[src/rtl/uart_rx.sv]
// uart_rx: 16x-oversampled UART receiver with a level-valid/ack host interface.
// Optional build macro UART_RX_MAJORITY_VOTE_EN: 2-of-3 majority vote per bit decision.
module uart_rx #(
  parameter int    WORD_LENGTH = 8,
  parameter string PARITY      = "none",
  parameter int    STOP_BITS   = 1,
  parameter int    BAUD_RATE   = 9600,
  parameter int    CLK_FREQ    = 50_000_000
) (
  input  logic                   clk,
  input  logic                   rst,
  input  logic                   rx_in,
  input  logic                   rx_ack,
  output logic [WORD_LENGTH-1:0] rx_data,
  output logic                   rx_valid,
  output logic                   parity_err,
  output logic                   frame_err,
  output logic                   overrun_err,
  output logic                   rx_busy
);
  localparam logic [31:0] DIV       = 32'(CLK_FREQ / (BAUD_RATE * 16) - 1);
  localparam bit          PAR_EN    = (PARITY != "none");
  localparam bit          PAR_ODD   = (PARITY == "odd");
  localparam logic [3:0]  LAST_DATA = 4'(WORD_LENGTH - 1);
  localparam logic [3:0]  LAST_STOP = 4'(STOP_BITS - 1);

  typedef enum logic [2:0] {S_IDLE, S_START, S_DATA, S_PARITY, S_STOP} state_t;

  state_t                 state_q, state_d;
  logic                   sync1_q, sync2_q, prev_q;
  logic [31:0]            cnt_q, cnt_d;
  logic [3:0]             samp_q, samp_d, bit_q, bit_d;
  logic [WORD_LENGTH-1:0] shreg_q, shreg_d, data_q, data_d;
  logic                   pflag_q, pflag_d, fflag_q, fflag_d;
  logic                   valid_q, valid_d, perr_q, perr_d, ferr_q, ferr_d, oerr_q, oerr_d;
  logic                   tick, fall, bit_ev, bit_val, commit, exp_par;

  assign tick    = (cnt_q == DIV);
  assign fall    = prev_q & ~sync2_q;
  assign exp_par = PAR_ODD ? ~^shreg_q : ^shreg_q;

`ifdef UART_RX_MAJORITY_VOTE_EN
  // Samples at a and b are held; the decision is taken at c using the live sample.
  logic       v0_q, v0_d, v1_q, v1_d, arm_q, arm_d;
  logic [3:0] pt_a, pt_b, pt_c;

  always_comb begin
    pt_a   = (state_q == S_START) ? 4'd6 : 4'd14;
    pt_b   = (state_q == S_START) ? 4'd7 : 4'd15;
    pt_c   = (state_q == S_START) ? 4'd8 : 4'd0;
    v0_d   = v0_q;
    v1_d   = v1_q;
    arm_d  = arm_q;
    bit_ev = 1'b0;
    if (tick && state_q != S_IDLE) begin
      if (samp_q == pt_a) v0_d = sync2_q;
      if (samp_q == pt_b) begin
        v1_d  = sync2_q;
        arm_d = 1'b1;
      end
      if (samp_q == pt_c && arm_q) begin
        bit_ev = 1'b1;
        arm_d  = 1'b0;
      end
    end
    if (state_q == S_IDLE) arm_d = 1'b0;
  end

  assign bit_val = (v0_q & v1_q) | (v0_q & sync2_q) | (v1_q & sync2_q);

  always_ff @(posedge clk) begin
    if (rst) begin
      v0_q  <= 1'b1;
      v1_q  <= 1'b1;
      arm_q <= 1'b0;
    end else begin
      v0_q  <= v0_d;
      v1_q  <= v1_d;
      arm_q <= arm_d;
    end
  end
`else
  assign bit_ev  = tick && (samp_q == ((state_q == S_START) ? 4'd7 : 4'd15));
  assign bit_val = sync2_q;
`endif

  always_comb begin
    state_d = state_q;
    cnt_d   = tick ? '0 : cnt_q + 32'd1;
    samp_d  = tick ? samp_q + 4'd1 : samp_q;
    bit_d   = bit_q;
    shreg_d = shreg_q;
    pflag_d = pflag_q;
    fflag_d = fflag_q;
    commit  = 1'b0;
    case (state_q)
      S_IDLE: if (fall) begin
        state_d = S_START;
        cnt_d   = '0;
        samp_d  = '0;
        pflag_d = 1'b0;
        fflag_d = 1'b0;
      end
      S_START: if (bit_ev) begin
        if (!bit_val) begin
          state_d = S_DATA;
          samp_d  = '0;
          bit_d   = '0;
        end else begin
          state_d = S_IDLE;
        end
      end
      S_DATA: if (bit_ev) begin
        shreg_d = {bit_val, shreg_q[WORD_LENGTH-1:1]};
        bit_d   = bit_q + 4'd1;
        if (bit_q == LAST_DATA) begin
          bit_d   = '0;
          state_d = PAR_EN ? S_PARITY : S_STOP;
        end
      end
      S_PARITY: if (bit_ev) begin
        pflag_d = (bit_val != exp_par);
        state_d = S_STOP;
      end
      S_STOP: if (bit_ev) begin
        if (!bit_val) fflag_d = 1'b1;
        bit_d = bit_q + 4'd1;
        // Leave mid-stop so a back-to-back start edge is not missed.
        if (bit_q == LAST_STOP) begin
          commit  = 1'b1;
          state_d = S_IDLE;
        end
      end
      default: state_d = S_IDLE;
    endcase
  end

  always_comb begin
    data_d  = data_q;
    valid_d = valid_q;
    perr_d  = perr_q;
    ferr_d  = ferr_q;
    oerr_d  = oerr_q;
    if (commit) begin
      data_d  = shreg_q;
      perr_d  = pflag_q;
      ferr_d  = fflag_q | ~bit_val;
      oerr_d  = valid_q & ~rx_ack;
      valid_d = 1'b1;
    end else if (rx_ack && valid_q) begin
      valid_d = 1'b0;
      perr_d  = 1'b0;
      ferr_d  = 1'b0;
      oerr_d  = 1'b0;
    end
  end

  always_ff @(posedge clk) begin
    if (rst) begin
      state_q <= S_IDLE;
      sync1_q <= 1'b1;
      sync2_q <= 1'b1;
      prev_q  <= 1'b1;
      cnt_q   <= '0;
      samp_q  <= '0;
      bit_q   <= '0;
      shreg_q <= '0;
      pflag_q <= 1'b0;
      fflag_q <= 1'b0;
      data_q  <= '0;
      valid_q <= 1'b0;
      perr_q  <= 1'b0;
      ferr_q  <= 1'b0;
      oerr_q  <= 1'b0;
    end else begin
      state_q <= state_d;
      sync1_q <= rx_in;
      sync2_q <= sync1_q;
      prev_q  <= sync2_q;
      cnt_q   <= cnt_d;
      samp_q  <= samp_d;
      bit_q   <= bit_d;
      shreg_q <= shreg_d;
      pflag_q <= pflag_d;
      fflag_q <= fflag_d;
      data_q  <= data_d;
      valid_q <= valid_d;
      perr_q  <= perr_d;
      ferr_q  <= ferr_d;
      oerr_q  <= oerr_d;
    end
  end

  assign rx_data     = data_q;
  assign rx_valid    = valid_q;
  assign parity_err  = perr_q;
  assign frame_err   = ferr_q;
  assign overrun_err = oerr_q;
  assign rx_busy     = (state_q != S_IDLE);
endmodule

[config.mk]
export PLATFORM = sky130hd
export DESIGN_NAME = uart_rx
export DESIGN_NICKNAME = d
export VERILOG_FILES = /design/src/rtl/uart_rx.sv
export SDC_FILE = /design/constraint.sdc
export NUM_CORES = 1
export LEC_CHECK = 0
export CORE_MARGIN = 2
export CORE_UTILIZATION = 35
export DETAILED_ROUTE_END_ITERATION = 12
export PLACE_DENSITY = 0.51
export SLEW_MARGIN = 20
export SYNTH_ARGS = -nofsm -noshare
export SYNTH_HDL_FRONTEND = slang
export SYNTH_SLANG_ARGS = --single-unit
[constraint.sdc]
create_clock -name clk -period 5.34 [get_ports clk]
set_input_delay 0.801 -clock clk [delete_from_list [all_inputs] [get_ports clk]]
set_output_delay 0.801 -clock clk [all_outputs]
set_load 0.01 [all_outputs]
### Yosys cells after proc, flatten, opt, wreduce, memory -nomap -nowiden

Index checks and enable logic that the tools add are counted.

| word-level totals | value |
|---|---|
| output and inout bits | 13 |
| logic and storage cells | 93 |
| input bits | 4 |
| bits in registers | 68 |

| cells by class | value |
|---|---|
| equal/unequal tests | 17 |
| reductions and logical operators | 15 |
| muxes and demuxes | 38 |
| add/sub/neg operators | 3 |
| bitwise logic cells | 5 |

Operators with widths:

| kind | number |
|---|---|
| 2-to-1 mux 32 bit | 3 |
| 2-to-1 mux 4 bit | 10 |
| adder 32 x 1 -> 32 bit, second input constant | 1 |
| equality test 32 x 9 -> 1 bit, second input constant | 1 |
| 2-to-1 mux 3 bit | 7 |
| != test 2 bit, second input constant | 9 |
| case mux 3 bit (5 select lines) | 1 |
| 2-to-1 mux 1 bit | 12 |
| case mux 4 bit (3 select lines) | 1 |
| adder 4 x 1 -> 4 bit, second input constant | 2 |
| case mux 4 bit (2 select lines) | 1 |
| parity 8 bit | 1 |
| AND reduction 7 bit | 1 |
| equality test 3 x 2 -> 1 bit, second input constant | 2 |
| nonzero test 2 bit | 3 |
| nonzero test 3 bit | 2 |
| AND reduction 5 bit | 1 |
| equality test 4 x 3 -> 1 bit, second input constant | 1 |
| equality test 4 bit | 1 |
| zero test 4 bit | 1 |
| case mux 1 bit (2 select lines) | 2 |
| AND reduction 4 bit | 1 |
| equality test 3 x 1 -> 1 bit, second input constant | 1 |
| equality test 3 bit, second input constant | 1 |
| 9 further kinds | 12 |

### Logic depth before layout (Yosys ltp)

Gate-level depths: netlist of run 1.

| depth | value |
|---|---|
| depth after elaboration | 7 |
| depth in mapped cells | 9 |
| mapped depth without buffers | 7 |

### Worst setup path after synthesis of run 1

No wires, ideal clock.

| path | value |
|---|---|
| path type | flip-flop to flip-flop |
| start | register cnt_q[0] |
| end | register cnt_q[24] |
| cell stages (with the launch flop) | 8 |
| setup slack | 3,588 ps |
| clock period less this slack | 1,752 ps |
| data required time | 5,223 ps |
| library setup time | 117 ps |
| path buffers | 1 |
| arrival time | 1,634 ps |
| path through | dfxtp_1 ha_1 nand3_2 or3_1 buf_6 nor4_2 xnor2_1 nor2_1 |

| on the way | value |
|---|---|
| word-level cells in the longest chain between the ends | 4 |
| elaborated cells on any way between the ends | 5 |
| classes of those cells | add/sub (1); eq/ne (1); mux (3) |

Ends and longest elaborated chain:

| what | RTL line | source |
|---|---|---|
| start: declaration | 31 | `logic [31:0] cnt_q, cnt_d;` |
| start signal: assignment | 180 | `cnt_q <= cnt_d;` |
| adder 32 x 1 -> 32 bit / equality test 32 x 9 -> 1 bit (equally long branches) | 89, 38 |  |
| 2-to-1 mux 32 bit (*) | 89 | `cnt_d = tick ? '0 : cnt_q + 32'd1;` |
| 2-to-1 mux 32 bit | 97 | `S_IDLE: if (fall) begin` |
| 2-to-1 mux 32 bit (*) | 96 | `case (state_q)` |

Every way passes the cells marked *; elsewhere a longest branch is shown, timed or not.
A chain may end at the register's enable or synchronous reset.

### Final worst setup path of run 1

| path | value |
|---|---|
| start | register state_q[0] |
| end | register oerr_q, in the netlist overrun_err |

| on the way | value |
|---|---|
| word-level cells in the longest chain between the ends | 7 |
| elaborated cells on any way between the ends | 9 |
| classes of those cells | eq/ne (3); mux (4); reduce/logical (2) |

Ends and longest elaborated chain:

| what | RTL line | source |
|---|---|---|
| start: declaration | 29 | `state_t state_q, state_d;` |
| start signal: assignment | 176 | `state_q <= state_d;` |
| equality test 3 x 1 -> 1 bit | 83 | `assign bit_ev = tick && (samp_q == ((state_q == S_START) ? 4'd7 : 4'd15));` |
| 2-to-1 mux 4 bit | 83 |  |
| equality test 4 bit | 83 |  |
| logical AND 1 bit | 83 |  |
| 2-to-1 mux 1 bit | 125 | `S_STOP: if (bit_ev) begin` |
| 2-to-1 mux 1 bit (*) | 96 |  |
| 2-to-1 mux 1 bit / nonzero test 2 bit (equally long branches) | -- |  |
| end signal: assignment | 190 | `oerr_q <= oerr_d;` |
| end: declaration | 35 | `logic valid_q, valid_d, perr_q, perr_d, ferr_q, ferr_d, oerr_q, oerr_d;` |

Marks and branches as above.

==> metrics.txt, run 1 <==
# TYPE chip_impl_metric gauge
chip_impl_info{name="path_class",value="reg2reg"} 1
chip_impl_metric{name="num_antenna_cells",unit=""} 0
chip_impl_metric{name="grt_first_pass_wirelength",unit="µm"} 11800
chip_impl_metric{name="ys_ff_latch",unit=""} 68
chip_impl_metric{name="post_synth_xor_area_fraction",unit="%"} 11.0
chip_impl_metric{name="placement.setup.worst_slack",unit="ps"} 2790
chip_impl_metric{name="tritoncts_num_sinks",unit=""} 68
chip_impl_metric{name="hold_ws",unit="ps"} 411
chip_impl_info{name="hold_path.class",value="reg2reg"} 1
chip_impl_info{name="root_buffer",value="clkbuf_8"} 1
chip_impl_metric{name="synth.net_count",unit=""} 387
chip_impl_metric{name="layout_min_cycle_time",unit="ps"} 2540
chip_impl_metric{name="gr-usage-all-layers",unit="%"} 14.7
chip_impl_metric{name="synth.cell_area",unit="mm²"} 0.00328
chip_impl_metric{name="drc_errors",unit=""} 0
chip_impl_metric{name="worstMarginPinSlew",unit="ps"} 925
chip_impl_metric{name="initial_antenna_violation_count",unit=""} 0
chip_impl_metric{name="maxSlewHeadroom",unit="%"} 38.3
chip_impl_metric{name="mux_cell_area_share_after_synthesis",unit="%"} 0
chip_impl_metric{name="ioPinCount",unit=""} 17
chip_impl_metric{name="syn-instance-count",unit=""} 378
chip_impl_metric{name="grt_start_max_net_pins",unit=""} 34
chip_impl_metric{name="setup_viol_count_final",unit=""} 0
chip_impl_metric{name="leak",unit="nW"} 1.15
chip_impl_metric{name="detail_route.iter0.violations",unit=""} 68
chip_impl_metric{name="final_hold_viol_count",unit=""} 0
chip_impl_info{name="outcome",value="finished, final reports clean"} 1
chip_impl_metric{name="total_negative_slack",unit="ps"} 0
chip_impl_metric{name="synth-compound-area-share",unit="%"} 10.8
chip_impl_info{name="startpoint_type",value="flip-flop"} 1
chip_impl_metric{name="share_of_the_core_filled_with_cells",unit="%"} 40.3
chip_impl_metric{name="post_cts.resized_instances",unit=""} 0
chip_impl_metric{name="start_util",unit="%"} 35.8
chip_impl_metric{name="ys.warnings.count",unit=""} 0
chip_impl_metric{name="post_synth.cell_area_avg",unit="µm²"} 8.67
chip_impl_metric{name="synth.lib_cells_used.distinct",unit=""} 43
chip_impl_metric{name="post_layout_nonfiller_instances",unit=""} 507
chip_impl_metric{name="via_count_of_the_first_global_routing_pass",unit=""} 2462
chip_impl_metric{name="worst_hold_path.num_cells",unit=""} 1
chip_impl_metric{name="post_route_wl",unit="µm"} 6810
chip_impl_metric{name="post-route-period-util",unit="%"} 47.6
chip_impl_metric{name="clock_tree.htree_level_count",unit=""} 3
chip_impl_metric{name="portBuffers",unit=""} 16
chip_impl_metric{name="simple_gate_portion_of_the_synthesized_area",unit="%"} 29.8
chip_impl_metric{name="critical_path_arrival",unit="ps"} 2790
chip_impl_metric{name="worstRegToRegCells",unit=""} 5
chip_impl_metric{name="via_count",unit=""} 2604
chip_impl_metric{name="yosysSeqAreaShare",unit="%"} 41.6
chip_impl_metric{name="tritoncts.num_buffers",unit=""} 9
chip_impl_metric{name="die_w",unit="µm"} 101
chip_impl_metric{name="cp_max_fo",unit=""} 27
chip_impl_metric{name="power_per_cell_area",unit="mW/mm²"} 263
chip_impl_metric{name="ir_worst_vdd",unit="V"} 0.000154
chip_impl_metric{name="report.final.slew_viol_count",unit=""} 0
chip_impl_metric{name="die-area",unit="mm²"} 0.0101
chip_impl_info{name="worstSetupEndpointType",value="flip-flop"} 1
chip_impl_metric{name="rows",unit=""} 35
chip_impl_metric{name="dp_cells",unit=""} 491
chip_impl_metric{name="share_of_layout_cells_above_drive_strength_1",unit="%"} 10.6
chip_impl_metric{name="worst_slack",unit="ps"} 2800
chip_impl_metric{name="required",unit="ps"} 5580
chip_impl_metric{name="globalRoute.totalOverflow",unit=""} 0
chip_impl_metric{name="clock_latency",unit="ps"} 340
chip_impl_metric{name="drt-vias-per-instance",unit=""} 5.14
chip_impl_metric{name="synthAdderAreaFrac",unit="%"} 1.91
chip_impl_metric{name="finish.net_count",unit=""} 400
chip_impl_metric{name="cts.reportedPaths.clkPinSlew",unit="ps"} 80
chip_impl_info{name="tritoncts",value="done"} 1
chip_impl_info{name="setup_repair_after_global_routing_missed_its_margin",value="false"} 1
chip_impl_metric{name="dieHeight",unit="µm"} 101
chip_impl_metric{name="gp_congestion",unit=""} 0.756
chip_impl_metric{name="drtPass1Iterations",unit=""} 4
chip_impl_metric{name="detail_route.wl_per_cell",unit="µm"} 13.4
chip_impl_info{name="largest_family_of_logic_cells_by_synthesized_area",value="simple AND/OR/NAND/NOR gates"} 1
chip_impl_metric{name="postCtsSetupBuffers",unit=""} 0
chip_impl_metric{name="fmax",unit="MHz"} 393
chip_impl_metric{name="fin_skew",unit="ps"} 12.3
chip_impl_metric{name="clk_path_buf_depth",unit=""} 2
chip_impl_metric{name="antenna_violating_nets_post_route",unit=""} 0
chip_impl_metric{name="total_of_hold_buffers_inserted_after_clock_tree_synthesis",unit=""} 0
chip_impl_metric{name="area_growth_syn_to_fin",unit="%"} 12.7
chip_impl_metric{name="cap_viol_max_count",unit=""} 0
chip_impl_metric{name="hpwl",unit="µm"} 4450
chip_impl_metric{name="placeable_area",unit="mm²"} 0.00915
==> worst max-delay path: stages (launching register included) <==
cell      delay, ps
dfxtp_1         570
nor3b_4         300
xor2_1          290
and4_1          860
nand3_1         150
a221oi_1        270
==> layout by cell type (no fill, tap or decap), types with 3 or more instances in the layout <==
cell and n:
a21oi_1 28, and4_1 4, buf_4 3, clkbuf_8 10
clkdlybuf4s50_1 16, dfxtp_1 68, ha_1 5, inv_1 14
nand2_1 19, nand2b_1 4, nand3_1 31, nand4_1 10
nor2_1 46, nor2b_1 3, nor3_1 14, nor4_1 4
nor4_2 10, o21ai_0 24, or2_2 3, or3_1 4
xnor2_1 35, xor2_1 6
==> worst paths after layout <==
kind                                  from           to  slack (ps)
worst min-delay path               sync1_q      bit_val         410
worst max-delay path            state_q[0]  overrun_err        2800
worst min register to register     sync1_q      bit_val         410
worst max register to register  state_q[0]  overrun_err        2800
==> synth_stat cells, drive strengths merged <==
master | n | area, µm²
dfxtp | 68 | 1360
nor2 | 46 | 173
xnor2 | 35 | 307
nand3 | 32 | 165
a21oi | 28 | 140
o21ai | 26 | 130
nand2 | 19 | 71.3
inv | 14 | 52.6
nor3 | 14 | 70.1
nor4 | 14 | 150
nand4 | 11 | 83.8
buf | 10 | 85.1
clkbuf | 7 | 26.3
and4 | 6 | 57.6
xor2 | 6 | 52.6
ha | 5 | 62.6
nand2b | 4 | 25.0
or3 | 4 | 25.0
nor2b | 3 | 18.8
nor3b | 3 | 33.8
or2 | 3 | 18.8
a31oi | 2 | 12.5
and2 | 2 | 12.5
and3 | 2 | 12.5
nand3b | 2 | 15.0
nor4b | 2 | 30.0
o31ai | 2 | 15.0
a211oi | 1 | 7.51
a21boi | 1 | 7.51
a21o | 1 | 7.51
a221oi | 1 | 8.76
a31o | 1 | 8.76
a32oi | 1 | 8.76
and4bb | 1 | 12.5
o211ai | 1 | 7.51
==> per-stage QoR <==
stage	cell area (µm²)	power, mW
after floorplan	3280	0.544
after global placement	3490	0.554
after detailed placement	3490	0.554
after CTS	3690	0.990
after global routing	3690	1.02
final	3690	0.972
==> area by class of cell <==
class / count / area, µm²
multi-input combinational: 279 / 1750
clock inverter: 6 / 63.8
fill: 920 / 5460
timing repair buffer: 19 / 183
inverter: 14 / 52.6
sequential: 68 / 1360
clock buffer: 10 / 138
tap: 111 / 139
==> flip-flops by register name, indices dropped and copies added, names as in the netlist <==
signal,cells
cnt_q,32
rx_data,8
shreg_q,8
bit_q,4
samp_q,4
state_q,3
bit_val,1
fflag_q,1
frame_err,1
overrun_err,1
parity_err,1
pflag_q,1
prev_q,1
rx_valid,1
sync1_q,1
==> cell families after synthesis <==
group | count (synthesis)
AO/OA/AOI/OAI | 65
XOR/XNOR | 41
adder cells (fa/ha/maj) | 5
AND/OR/NAND/NOR | 168
flip-flops | 68
buffers and inverters | 31
==> power by group <==
part | total (mW) | internal (mW) | switching (mW)
Sequential | 0.514 | 0.510 | 0.00412
Combinational | 0.0274 | 0.0106 | 0.0169
Clock | 0.430 | 0.227 | 0.203
==> metal layers <==
layer / share of wire [%] / GRT usage (%)
met1: 49 / 19.1
met3: 2.8 / 3.40
met2: 47 / 23.4
met5: 0 / 0
met4: 1.2 / 6.22
No activity file was read; power rests on OpenSTA's default activity.
==> inputs of run 2 (changes only) <==
==> constraint.sdc (replaced) <==
create_clock -name clk -period 2.6 [get_ports clk]
set_input_delay 0.39 -clock clk [delete_from_list [all_inputs] [get_ports clk]]
set_output_delay 0.39 -clock clk [all_outputs]
set_load 0.01 [all_outputs]
==> metrics.txt, run 2 (synthesis gave the netlist of run 1 again) <==
# TYPE chip_impl_metric gauge
chip_impl_info{name="setup.worst_path.start",value="cnt_q[0]"} 1
chip_impl_metric{name="power_per_cell_area",unit="mW/mm²"} 503
chip_impl_metric{name="post_route_wl",unit="µm"} 6770
chip_impl_metric{name="maxSlewHeadroom",unit="%"} 60.1
chip_impl_metric{name="cap_viol_max_count",unit=""} 0
chip_impl_metric{name="gr-usage-all-layers",unit="%"} 14.5
chip_impl_metric{name="detail_route.wl_per_cell",unit="µm"} 13.3
chip_impl_info{name="worstSetupEndpointType",value="flip-flop"} 1
chip_impl_metric{name="cts.reportedPaths.clkPinSlew",unit="ps"} 70
chip_impl_metric{name="ir_worst_vdd",unit="V"} 0.000210
chip_impl_metric{name="clock_tree.htree_level_count",unit=""} 3
chip_impl_metric{name="layout_min_cycle_time",unit="ps"} 2180
chip_impl_info{name="path_class",value="reg2reg"} 1
chip_impl_metric{name="final_hold_viol_count",unit=""} 0
chip_impl_metric{name="required",unit="ps"} 2870
chip_impl_metric{name="grt_start_max_net_pins",unit=""} 33
chip_impl_metric{name="hold_ws",unit="ps"} 410
chip_impl_info{name="setup_repair_after_global_routing_missed_its_margin",value="false"} 1
chip_impl_metric{name="leak",unit="nW"} 1.14
chip_impl_metric{name="grt_first_pass_wirelength",unit="µm"} 11800
chip_impl_metric{name="setup_viol_count_final",unit=""} 0
chip_impl_info{name="startpoint_type",value="flip-flop"} 1
chip_impl_metric{name="total_of_hold_buffers_inserted_after_clock_tree_synthesis",unit=""} 0
chip_impl_metric{name="start_util",unit="%"} 35.8
chip_impl_metric{name="dp_cells",unit=""} 495
chip_impl_metric{name="initial_antenna_violation_count",unit=""} 0
chip_impl_info{name="outcome",value="finished, final reports clean"} 1
chip_impl_metric{name="fmax",unit="MHz"} 458
chip_impl_metric{name="critical_path_arrival",unit="ps"} 2450
chip_impl_metric{name="globalRoute.totalOverflow",unit=""} 0
chip_impl_metric{name="total_negative_slack",unit="ps"} 0
chip_impl_metric{name="tritoncts_num_sinks",unit=""} 68
chip_impl_metric{name="drc_errors",unit=""} 0
chip_impl_info{name="tritoncts",value="done"} 1
chip_impl_metric{name="ioPinCount",unit=""} 17
chip_impl_metric{name="detail_route.iter0.violations",unit=""} 81
chip_impl_info{name="hold_path.startpoint",value="sync1_q"} 1
chip_impl_metric{name="portBuffers",unit=""} 16
chip_impl_metric{name="area_occupied_by_multi_input_gates",unit="mm²"} 0.00175
chip_impl_metric{name="clock_latency",unit="ps"} 340
chip_impl_metric{name="rows",unit=""} 35
chip_impl_metric{name="register_area",unit="mm²"} 0.00136
chip_impl_metric{name="worstMarginPinSlew",unit="ps"} 599
chip_impl_info{name="root_buffer",value="clkbuf_8"} 1
chip_impl_metric{name="placeable_area",unit="mm²"} 0.00915
chip_impl_metric{name="post_layout_nonfiller_instances",unit=""} 510
chip_impl_info{name="most-common-layout-cells",value="dfxtp_1 (68), nor2_1 (46), xnor2_1 (35)"} 1
chip_impl_metric{name="tritoncts.num_buffers",unit=""} 9
chip_impl_metric{name="gp_congestion",unit=""} 0.758
chip_impl_metric{name="fin_skew",unit="ps"} 8.92
chip_impl_metric{name="area_growth_syn_to_fin",unit="%"} 12.3
chip_impl_metric{name="via_count",unit=""} 2619
chip_impl_metric{name="die-area",unit="mm²"} 0.0101
chip_impl_metric{name="clk_path_buf_depth",unit=""} 2
chip_impl_metric{name="drt-vias-per-instance",unit=""} 5.14
chip_impl_metric{name="postCtsSetupBuffers",unit=""} 0
chip_impl_metric{name="worst_slack",unit="ps"} 416
chip_impl_metric{name="report.final.slew_viol_count",unit=""} 0
chip_impl_metric{name="via_count_of_the_first_global_routing_pass",unit=""} 2472
chip_impl_metric{name="dieHeight",unit="µm"} 101
chip_impl_metric{name="finish.net_count",unit=""} 404
chip_impl_info{name="hold_path.class",value="reg2reg"} 1
chip_impl_metric{name="placement.setup.worst_slack",unit="ps"} 401
chip_impl_info{name="mostFrequentLayoutCell",value="dfxtp_1"} 1
chip_impl_metric{name="post_cts.resized_instances",unit=""} 0
chip_impl_metric{name="cp_max_fo",unit=""} 16
chip_impl_metric{name="die_w",unit="µm"} 101
chip_impl_metric{name="post-route-period-util",unit="%"} 84.0
chip_impl_metric{name="report.power.total",unit="mW"} 1.85
chip_impl_metric{name="share_of_layout_cells_above_drive_strength_1",unit="%"} 11.0
chip_impl_metric{name="antenna_violating_nets_post_route",unit=""} 0
chip_impl_metric{name="largest_register_ff_count",unit=""} 32
chip_impl_info{name="r2r-start",value="cnt_q[0]"} 1
chip_impl_metric{name="num_antenna_cells",unit=""} 0
chip_impl_metric{name="drtPass1Iterations",unit=""} 4
chip_impl_metric{name="nFillCells",unit=""} 933
chip_impl_info{name="most_flops_register",value="cnt_q"} 1
chip_impl_metric{name="hpwl",unit="µm"} 4480
## run 2: cell types whose count changed in the layout (fill, tap and decap cells not counted)
cell       delta
buf_4         +4
bufinv_16     -1
clkbuf_1      +1
clkbuf_8      -1
clkinv_2      +1
clkinv_4      -1
## run 2: final cells by class
cell class | count | area share [%]
clock buffers | 10 | 3.47
flip-flops and latches | 68 | 37.0
clock inverters | 5 | 0.817
repair buffers | 23 | 5.78
inverters | 14 | 1.43
multi-input cells | 279 | 47.7
well taps | 111 | 3.78
## run 2: where the power goes
group,internal (mW),switching (mW),total [mW]
Sequential,1.05,0.00622,1.05
Combinational,0.0227,0.0378,0.0605
Clock,0.336,0.399,0.735
## run 2: routing by layer
| layer | part of all wire (%) | up-vias | routed length, µm | GRT usage [%] |
|---|---|---|---|---|
| met3 | 2.7 | 8 | 186 | 3.68 |
| met2 | 46 | 32 | 3150 | 23.7 |
| met4 | 1.4 | 0 | 93 | 4.53 |
| met1 | 49 | 1216 | 3340 | 18.6 |
| met5 | 0 | - | 0 | 0 |
| li1 | - | 1363 | - | - |
## run 2: path summary, 6_finish.rpt
| kind | to | slack, ps | depth (start not counted) |
|---|---|---|---|
| setup / recovery | shreg_q[5] | 420 | 8 |
| hold / removal | bit_val | 410 | 1 |
| setup reg to reg | shreg_q[5] | 420 | 8 |
| hold reg to reg | bit_val | 410 | 1 |
## run 2: per-stage QoR
step	area, µm²	util (%)
after floorplan	3280	-
after global placement	3520	38.5
after detailed placement	3520	38.5
after CTS	3680	40.2
after global routing	3680	40.2
final	3680	40.2
## run 2: critical path: stages (launching register included)
cell and delay (ps):
dfxtp_1 350, inv_1 70, ha_1 130, nor4b_2 240, and4_4 300, and4_1 470
buf_4 300, nand3_1 110, a21oi_1 140
